### config.mk
export PLATFORM = sky130hd
export DESIGN_NAME = memctrl_fifo_flat
export DESIGN_NICKNAME = d
export VERILOG_FILES = /design/src/rtl/memctrl_fifo_if.sv /design/src/rtl/memctrl_fifo.sv /design/src/flat_wrapper.sv
export SDC_FILE = /design/constraint.sdc
export NUM_CORES = 1
export LEC_CHECK = 0
export CAP_MARGIN = 20
export CORE_MARGIN = 2
export CORE_UTILIZATION = 58
export DETAILED_ROUTE_END_ITERATION = 16
export GPL_ROUTABILITY_DRIVEN = 0
export MAX_ROUTING_LAYER = met4
export PLACE_DENSITY = 0.94
export SKIP_LAST_GASP = 1
export SYNTH_ARGS = -nofsm -noshare
export SYNTH_HDL_FRONTEND = slang
export SYNTH_SLANG_ARGS = --single-unit
### constraint.sdc
create_clock -name clock -period 5.7 [get_ports clock]
set_input_delay 1.14 -clock clock [delete_from_list [all_inputs] [get_ports clock]]
set_output_delay 1.14 -clock clock [all_outputs]
set_load 0.02 [all_outputs]
### src/rtl/memctrl_fifo_if.sv
// CPU data-bus bundle between avrcpu and memctrl_fifo.
// The master drives address/strobe/write data; the slave returns read data.
interface memctrl_fifo_if;
    logic [15:0] address;
    logic        wren;
    logic [7:0]  data_o;
    logic [7:0]  data_i;

    modport master (output address, output wren, output data_o, input data_i);
    modport slave  (input address, input wren, input data_o, output data_i);
endinterface

### src/rtl/memctrl_fifo.sv
// Memory controller: decodes CPU data addresses into SRAM, a banked video window and I/O
// registers, and buffers PS/2 scancodes in a keyboard FIFO with a sticky overflow flag.
module memctrl_fifo #(
    parameter int          KBD_DEPTH = 16,
    parameter int          BANK_W    = 5,
    parameter logic [3:0]  WIN_HI    = 4'hF,
    parameter logic [15:0] IO_BASE   = 16'h0020
) (
    input  logic                clock,
    input  logic                reset,
    memctrl_fifo_if.slave       cpu,
    input  logic [7:0]          data_o_sram,
    input  logic [7:0]          data_o_text,
    input  logic [7:0]          data_o_grph,
    output logic                data_w_sram,
    output logic                data_w_text,
    output logic                data_w_grph,
    output logic [BANK_W+11:0]  win_addr,
    output logic [7:0]          bank,
    output logic [7:0]          videomode,
    output logic [7:0]          cursor_x,
    output logic [7:0]          cursor_y,
    input  logic [7:0]          ps2_data,
    input  logic                ps2_hit,
    output logic                kbd_irq
);
    localparam int PTR_W = $clog2(KBD_DEPTH);
    localparam int CNT_W = PTR_W + 1;

    localparam logic [5:0] OFF_BANK = 6'd0;
    localparam logic [5:0] OFF_VMOD = 6'd1;
    localparam logic [5:0] OFF_CURX = 6'd2;
    localparam logic [5:0] OFF_CURY = 6'd3;
    localparam logic [5:0] OFF_KDAT = 6'd4;
    localparam logic [5:0] OFF_KSTA = 6'd5;

    // STAT only has room for a 4-bit count, so deeper fills read as 15.
    function automatic logic [3:0] sat_count(input logic [8:0] cnt);
        sat_count = (cnt > 9'd15) ? 4'hF : cnt[3:0];
    endfunction

    logic [7:0]       r_bank;
    logic [7:0]       r_videomode;
    logic [7:0]       r_cursor_x;
    logic [7:0]       r_cursor_y;
    logic             r_ovf;
    logic [PTR_W-1:0] r_wr_ptr;
    logic [PTR_W-1:0] r_rd_ptr;
    logic [CNT_W-1:0] r_count;
    logic [7:0]       r_mem [KBD_DEPTH];

    logic [16:0] w_addr_ext;
    logic [16:0] w_io_lo;
    logic        w_is_io;
    logic        w_is_win;
    logic        w_is_sram;
    logic [5:0]  w_io_off;
    logic        w_io_wr;
    logic        w_empty;
    logic        w_full;
    logic        w_pop_req;
    logic        w_pop;
    logic        w_push;
    logic        w_ovf_set;
    logic        w_ovf_clr;
    logic [8:0]  w_cnt_ext;
    logic [7:0]  w_head;
    logic [7:0]  w_stat;
    logic [7:0]  w_rdata;

    // IO range compared in 17 bits so IO_BASE near the top of memory cannot wrap.
    assign w_addr_ext = {1'b0, cpu.address};
    assign w_io_lo    = {1'b0, IO_BASE};
    assign w_is_io    = (w_addr_ext >= w_io_lo) && (w_addr_ext < (w_io_lo + 17'h00040));
    assign w_is_win   = ~w_is_io && (cpu.address[15:12] == WIN_HI);
    assign w_is_sram  = ~w_is_io && ~w_is_win;
    assign w_io_off   = cpu.address[5:0] - IO_BASE[5:0];
    assign w_io_wr    = cpu.wren & w_is_io;

    assign data_w_sram = cpu.wren & w_is_sram;
    assign data_w_text = cpu.wren & w_is_win & ~r_bank[7];
    assign data_w_grph = cpu.wren & w_is_win &  r_bank[7];
    assign win_addr    = {r_bank[BANK_W-1:0], cpu.address[11:0]};

    assign w_empty   = (r_count == '0);
    assign w_full    = (r_count == CNT_W'(KBD_DEPTH));
    assign w_pop_req = w_io_wr && (w_io_off == OFF_KDAT);
    assign w_pop     = w_pop_req & ~w_empty;
    // A pop in the same cycle frees the slot, so a full FIFO still accepts the byte.
    assign w_push    = ps2_hit & (~w_full | w_pop);
    assign w_ovf_set = ps2_hit & w_full & ~w_pop;
    assign w_ovf_clr = w_io_wr && (w_io_off == OFF_KSTA) && cpu.data_o[2];

    assign w_cnt_ext = 9'(r_count);
    assign w_head    = w_empty ? 8'h00 : r_mem[r_rd_ptr];
    assign w_stat    = {sat_count(w_cnt_ext), 1'b0, r_ovf, w_full, ~w_empty};

    // Read-data mux: zero-latency path back to the CPU.
    always_comb begin
        w_rdata = 8'h00;
        if (w_is_io) begin
            case (w_io_off)
                OFF_BANK: w_rdata = r_bank;
                OFF_VMOD: w_rdata = r_videomode;
                OFF_CURX: w_rdata = r_cursor_x;
                OFF_CURY: w_rdata = r_cursor_y;
                OFF_KDAT: w_rdata = w_head;
                OFF_KSTA: w_rdata = w_stat;
                default:  w_rdata = 8'h00;
            endcase
        end else if (w_is_win) begin
            w_rdata = r_bank[7] ? data_o_grph : data_o_text;
        end else begin
            w_rdata = data_o_sram;
        end
    end

    assign cpu.data_i = w_rdata;

    // Video/cursor register file.
    always_ff @(posedge clock) begin
        if (reset) begin
            r_bank      <= 8'h00;
            r_videomode <= 8'h00;
            r_cursor_x  <= 8'h00;
            r_cursor_y  <= 8'h00;
        end else if (w_io_wr) begin
            case (w_io_off)
                OFF_BANK: r_bank      <= cpu.data_o;
                OFF_VMOD: r_videomode <= cpu.data_o;
                OFF_CURX: r_cursor_x  <= cpu.data_o;
                OFF_CURY: r_cursor_y  <= cpu.data_o;
                default:  ;
            endcase
        end
    end

    // FIFO pointers, occupancy and sticky overflow (set beats clear).
    always_ff @(posedge clock) begin
        if (reset) begin
            r_wr_ptr <= '0;
            r_rd_ptr <= '0;
            r_count  <= '0;
            r_ovf    <= 1'b0;
        end else begin
            if (w_push) r_wr_ptr <= r_wr_ptr + PTR_W'(1);
            if (w_pop)  r_rd_ptr <= r_rd_ptr + PTR_W'(1);
            case ({w_push, w_pop})
                2'b10:   r_count <= r_count + CNT_W'(1);
                2'b01:   r_count <= r_count - CNT_W'(1);
                default: r_count <= r_count;
            endcase
            if (w_ovf_set)      r_ovf <= 1'b1;
            else if (w_ovf_clr) r_ovf <= 1'b0;
            else                r_ovf <= r_ovf;
        end
    end

    // Scancode storage; contents need no reset because the pointers gate visibility.
    always_ff @(posedge clock) begin
        if (w_push) r_mem[r_wr_ptr] <= ps2_data;
    end

    assign bank      = r_bank;
    assign videomode = r_videomode;
    assign cursor_x  = r_cursor_x;
    assign cursor_y  = r_cursor_y;
    assign kbd_irq   = ~w_empty;
endmodule

### src/flat_wrapper.sv
// flat-port wrapper written by rule: the top's interface ports become plain ports
module memctrl_fifo_flat 
#(
    parameter int          KBD_DEPTH = 16,
    parameter int          BANK_W    = 5,
    parameter logic [3:0]  WIN_HI    = 4'hF,
    parameter logic [15:0] IO_BASE   = 16'h0020
)
  (clock, reset, data_o_sram, data_o_text, data_o_grph, data_w_sram, data_w_text, data_w_grph, win_addr, bank, videomode, cursor_x, cursor_y, ps2_data, ps2_hit, kbd_irq, cpu_address, cpu_wren, cpu_data_o, cpu_data_i);
  memctrl_fifo_if cpu_i ();
  input  logic clock;
  input  logic reset;
  input  logic [7:0] data_o_sram;
  input  logic [7:0] data_o_text;
  input  logic [7:0] data_o_grph;
  output logic data_w_sram;
  output logic data_w_text;
  output logic data_w_grph;
  output logic [BANK_W+11:0] win_addr;
  output logic [7:0] bank;
  output logic [7:0] videomode;
  output logic [7:0] cursor_x;
  output logic [7:0] cursor_y;
  input  logic [7:0] ps2_data;
  input  logic ps2_hit;
  output logic kbd_irq;
  input wire logic [$bits(cpu_i.address)-1:0] cpu_address;
  input wire logic [$bits(cpu_i.wren)-1:0] cpu_wren;
  input wire logic [$bits(cpu_i.data_o)-1:0] cpu_data_o;
  output wire logic [$bits(cpu_i.data_i)-1:0] cpu_data_i;
  assign cpu_i.address = cpu_address;
  assign cpu_i.wren = cpu_wren;
  assign cpu_i.data_o = cpu_data_o;
  assign cpu_data_i = cpu_i.data_i;
  memctrl_fifo #(.KBD_DEPTH(KBD_DEPTH), .BANK_W(BANK_W), .WIN_HI(WIN_HI), .IO_BASE(IO_BASE)) u_core (.clock(clock), .reset(reset), .cpu(cpu_i), .data_o_sram(data_o_sram), .data_o_text(data_o_text), .data_o_grph(data_o_grph), .data_w_sram(data_w_sram), .data_w_text(data_w_text), .data_w_grph(data_w_grph), .win_addr(win_addr), .bank(bank), .videomode(videomode), .cursor_x(cursor_x), .cursor_y(cursor_y), .ps2_data(ps2_data), .ps2_hit(ps2_hit), .kbd_irq(kbd_irq));
endmodule
==> run summary <==
status -> completed
synth top area cells -> edfxtp_1 49%, dfxtp_1 13%, mux4_2 9.1%
Post-Synthesis Cells -> 569
die span in y -> 121 um
startpoint class of the critical path -> input pin
Rows -> 42
Final Routed Wirelength -> 21300 um
CTS tree -> built
DR WL/cell -> 24.8 um
CTS buffer count -> 17
pin count of the biggest net entering global routing -> 48
post-synth top area cell -> edfxtp_1
final number of max-transition violations -> 0
postcts setup bufs -> 0
global-route wire length before repair -> 32100 um
number of I/O port buffers -> 120
max_cap viols -> 0
Routed Antenna Nets -> 0
clk root buf -> clkbuf_16
final core occ -> 73.0%
DR DRC count -> 0
Max clock buf depth -> 2
antenna cells -> 0
Area Growth Syn to Fin -> 22.7%
Synth Register Bits -> 178
DR pass1 iterations -> 5
H-tree lvl count -> 4
Synthesized Nets -> 635
Final period util -> 89.5%
Yosys cell types -> 56
vias per cell -> 6.55
final net count -> 735
Core ar. -> 13200 sq um
average cell area after synthesis -> 13.8 sq um
DR top layer -> met4
via count -> 5624
post_cts resized -> 0
Initial Utilization -> 59.5%
total die area -> 14500 sq um
total grt overflow -> 0
clock latency on the worst-skew pair -> 430 ps
Post-Syn Area -> 7880 sq um
Synth top area share -> 48.8%
Max VDD drop -> 0.284 mV
Async SR Flop Fraction -> 0%
Pwr Density -> 280 nW/um^2
Pleak -> 3.12 nW
setup violators final -> 0
final setup skew -> 9.50 ps
final setup TNS -> 0 ps
clock period minus worst slack -> 5100 ps
Ys Warns -> 0
number of top-level pins -> 121
max frequency -> 0.196 GHz
WP data arrival -> 3960 ps
Post-Route M1 WL -> 7420 um
WP data required -> 4560 ps
CP endpoint kind -> output pin
DR WL met3 -> 1890 um
Clk pin slew, worst setup/hold paths -> 60 ps
DPL Wire Length -> 13600 um
cts hold-fix bufs -> 0
share of layout cells above drive strength 1 -> 14.2%
Max-slew headroom -> 35.3%
RSZ-0062 raised after global routing -> no
Setup CP Type -> in2out
Global Route Usage Sum -> 30.9%
number of global-route vias before repair -> 5625
Post-synth EDFFs -> 128
initial antenna violation count -> 0
clk sinks -> 178
Hold Path Class -> reg2reg
Met2 Wirelength -> 11400 um
final hold vios -> 0
Crit Path Max Fanout -> 8
Slew @ Worst Pin -> 967 ps
Die Wd -> 121 um
sequential area share after synthesis -> 61.5%
initial drt markers -> 834
top_reg_cell synth -> edfxtp_1
cells in the mapped netlist, types with 6 or more instances:
cell	number
buf_2	7
buf_4	19
a22oi_1	7
nand2_1	30
o211ai_1	6
mux4_2	32
o22ai_1	6
inv_1	7
edfxtp_1	128
dfxtp_1	50
ha_1	6
nor3_1	17
mux2_2	14
clkbuf_1	19
nand3_1	28
nor2_1	42
a21oi_1	28
o21ai_0	17
mux2i_1	34
power breakdown:
part	switching (mW)	internal (mW)	total, mW	leakage [nW]
Sequential	0.00771	1.40	1.40	1.56
Clock	0.486	0.650	1.14	0.274
Combinational	0.0888	0.0790	0.168	1.29
state kept, by name (all words and copies together), names as in the netlist, named ones only:
register and cells:
u_core.cursor_y 8, u_core.r_rd_ptr 4, u_core.bank 8, u_core.videomode 8
u_core.r_ovf 1, u_core.cursor_x 8, u_core.r_count 5, u_core.r_mem 128
u_core.r_wr_ptr 4
metrics by stage:
stage | setup WS (ps) | std cells | cell area [sq um] | hold WS [ps] | total power [mW]
after floorplan | 1850 | 569 | 7880 | 444 | 1.50
after global placement | 708 | 826 | 9100 | 465 | 1.59
after detailed placement | 631 | 826 | 9100 | 476 | 1.59
after CTS | 620 | 858 | 9670 | 487 | 2.71
after global routing | 418 | 858 | 9670 | 505 | 2.77
final | 597 | 858 | 9670 | 493 | 2.71
layer usage:
| metal | GRT usage (%) | vias to the layer above |
|---|---|---|
| met5 | - | - |
| met4 | 12.8 | 0 |
| met3 | 6.75 | 69 |
| met2 | 54.2 | 405 |
| met1 | 34.4 | 2760 |
| li1 | - | 2390 |
cells by family (layout without fill, tap and decap cells):
family          count (synthesis)  in the layout  synth area share (%)
flops                         178            178                  61.5
simple gates                  157            157                  10.4
compound gates                 90             90                  7.67
mux                            80             80                  15.5
buf+inv                        55            168                  3.73
fa+ha+maj                       6              6                 0.953
xor+xnor                        3              3                 0.334
final cells by class:
type                       instances  area [sq um]
clock buffer                      21           440
clock inverter                    11           129
fill                             785          3570
inverter                           7          26.3
multi-input combinational        336          2740
sequential                       178          4850
tap                              176           220
timing repair buffer             129          1270
final timing paths:
kind | start | endpoint | slack (ps) | cells after the start
max | cpu_address[5] | cpu_data_i[1] | 600 | 7
min | u_core.videomode[1] | u_core.videomode[1] | 490 | 2
max reg2reg | u_core.r_count[2] | u_core.r_mem[5][7] | 2770 | 5
min reg2reg | u_core.videomode[1] | u_core.videomode[1] | 490 | 2
cells in the final DEF, fill, tap and decap left out, types with 3 or more instances in the layout:
cell type / n
a21oi_1: 28
a221oi_1: 3
a22o_1: 5
a22oi_1: 7
and2_1: 4
buf_4: 9
clkbuf_1: 4
clkbuf_16: 17
clkdlybuf4s50_1: 120
dfxtp_1: 49
edfxtp_1: 128
ha_1: 6
inv_1: 7
mux2_2: 14
mux2i_1: 34
mux4_2: 32
nand2_1: 30
nand2b_1: 4
nand3_1: 28
nand4_1: 5
nor2_1: 42
nor3_1: 17
o211ai_1: 6
o21a_1: 3
o21ai_0: 17
o221ai_1: 3
o22ai_1: 6
or3_1: 4
or4_1: 3
xor2_1: 3
critical path, stage by stage:
cell and delay (ps):
clkdlybuf4s50_1 600, nor4b_4 340, o311a_1 390, nand3_1 390, a211o_1 370, o211ai_1 100
clkdlybuf4s50_1 630
No activity file was read; power rests on OpenSTA's default activity.
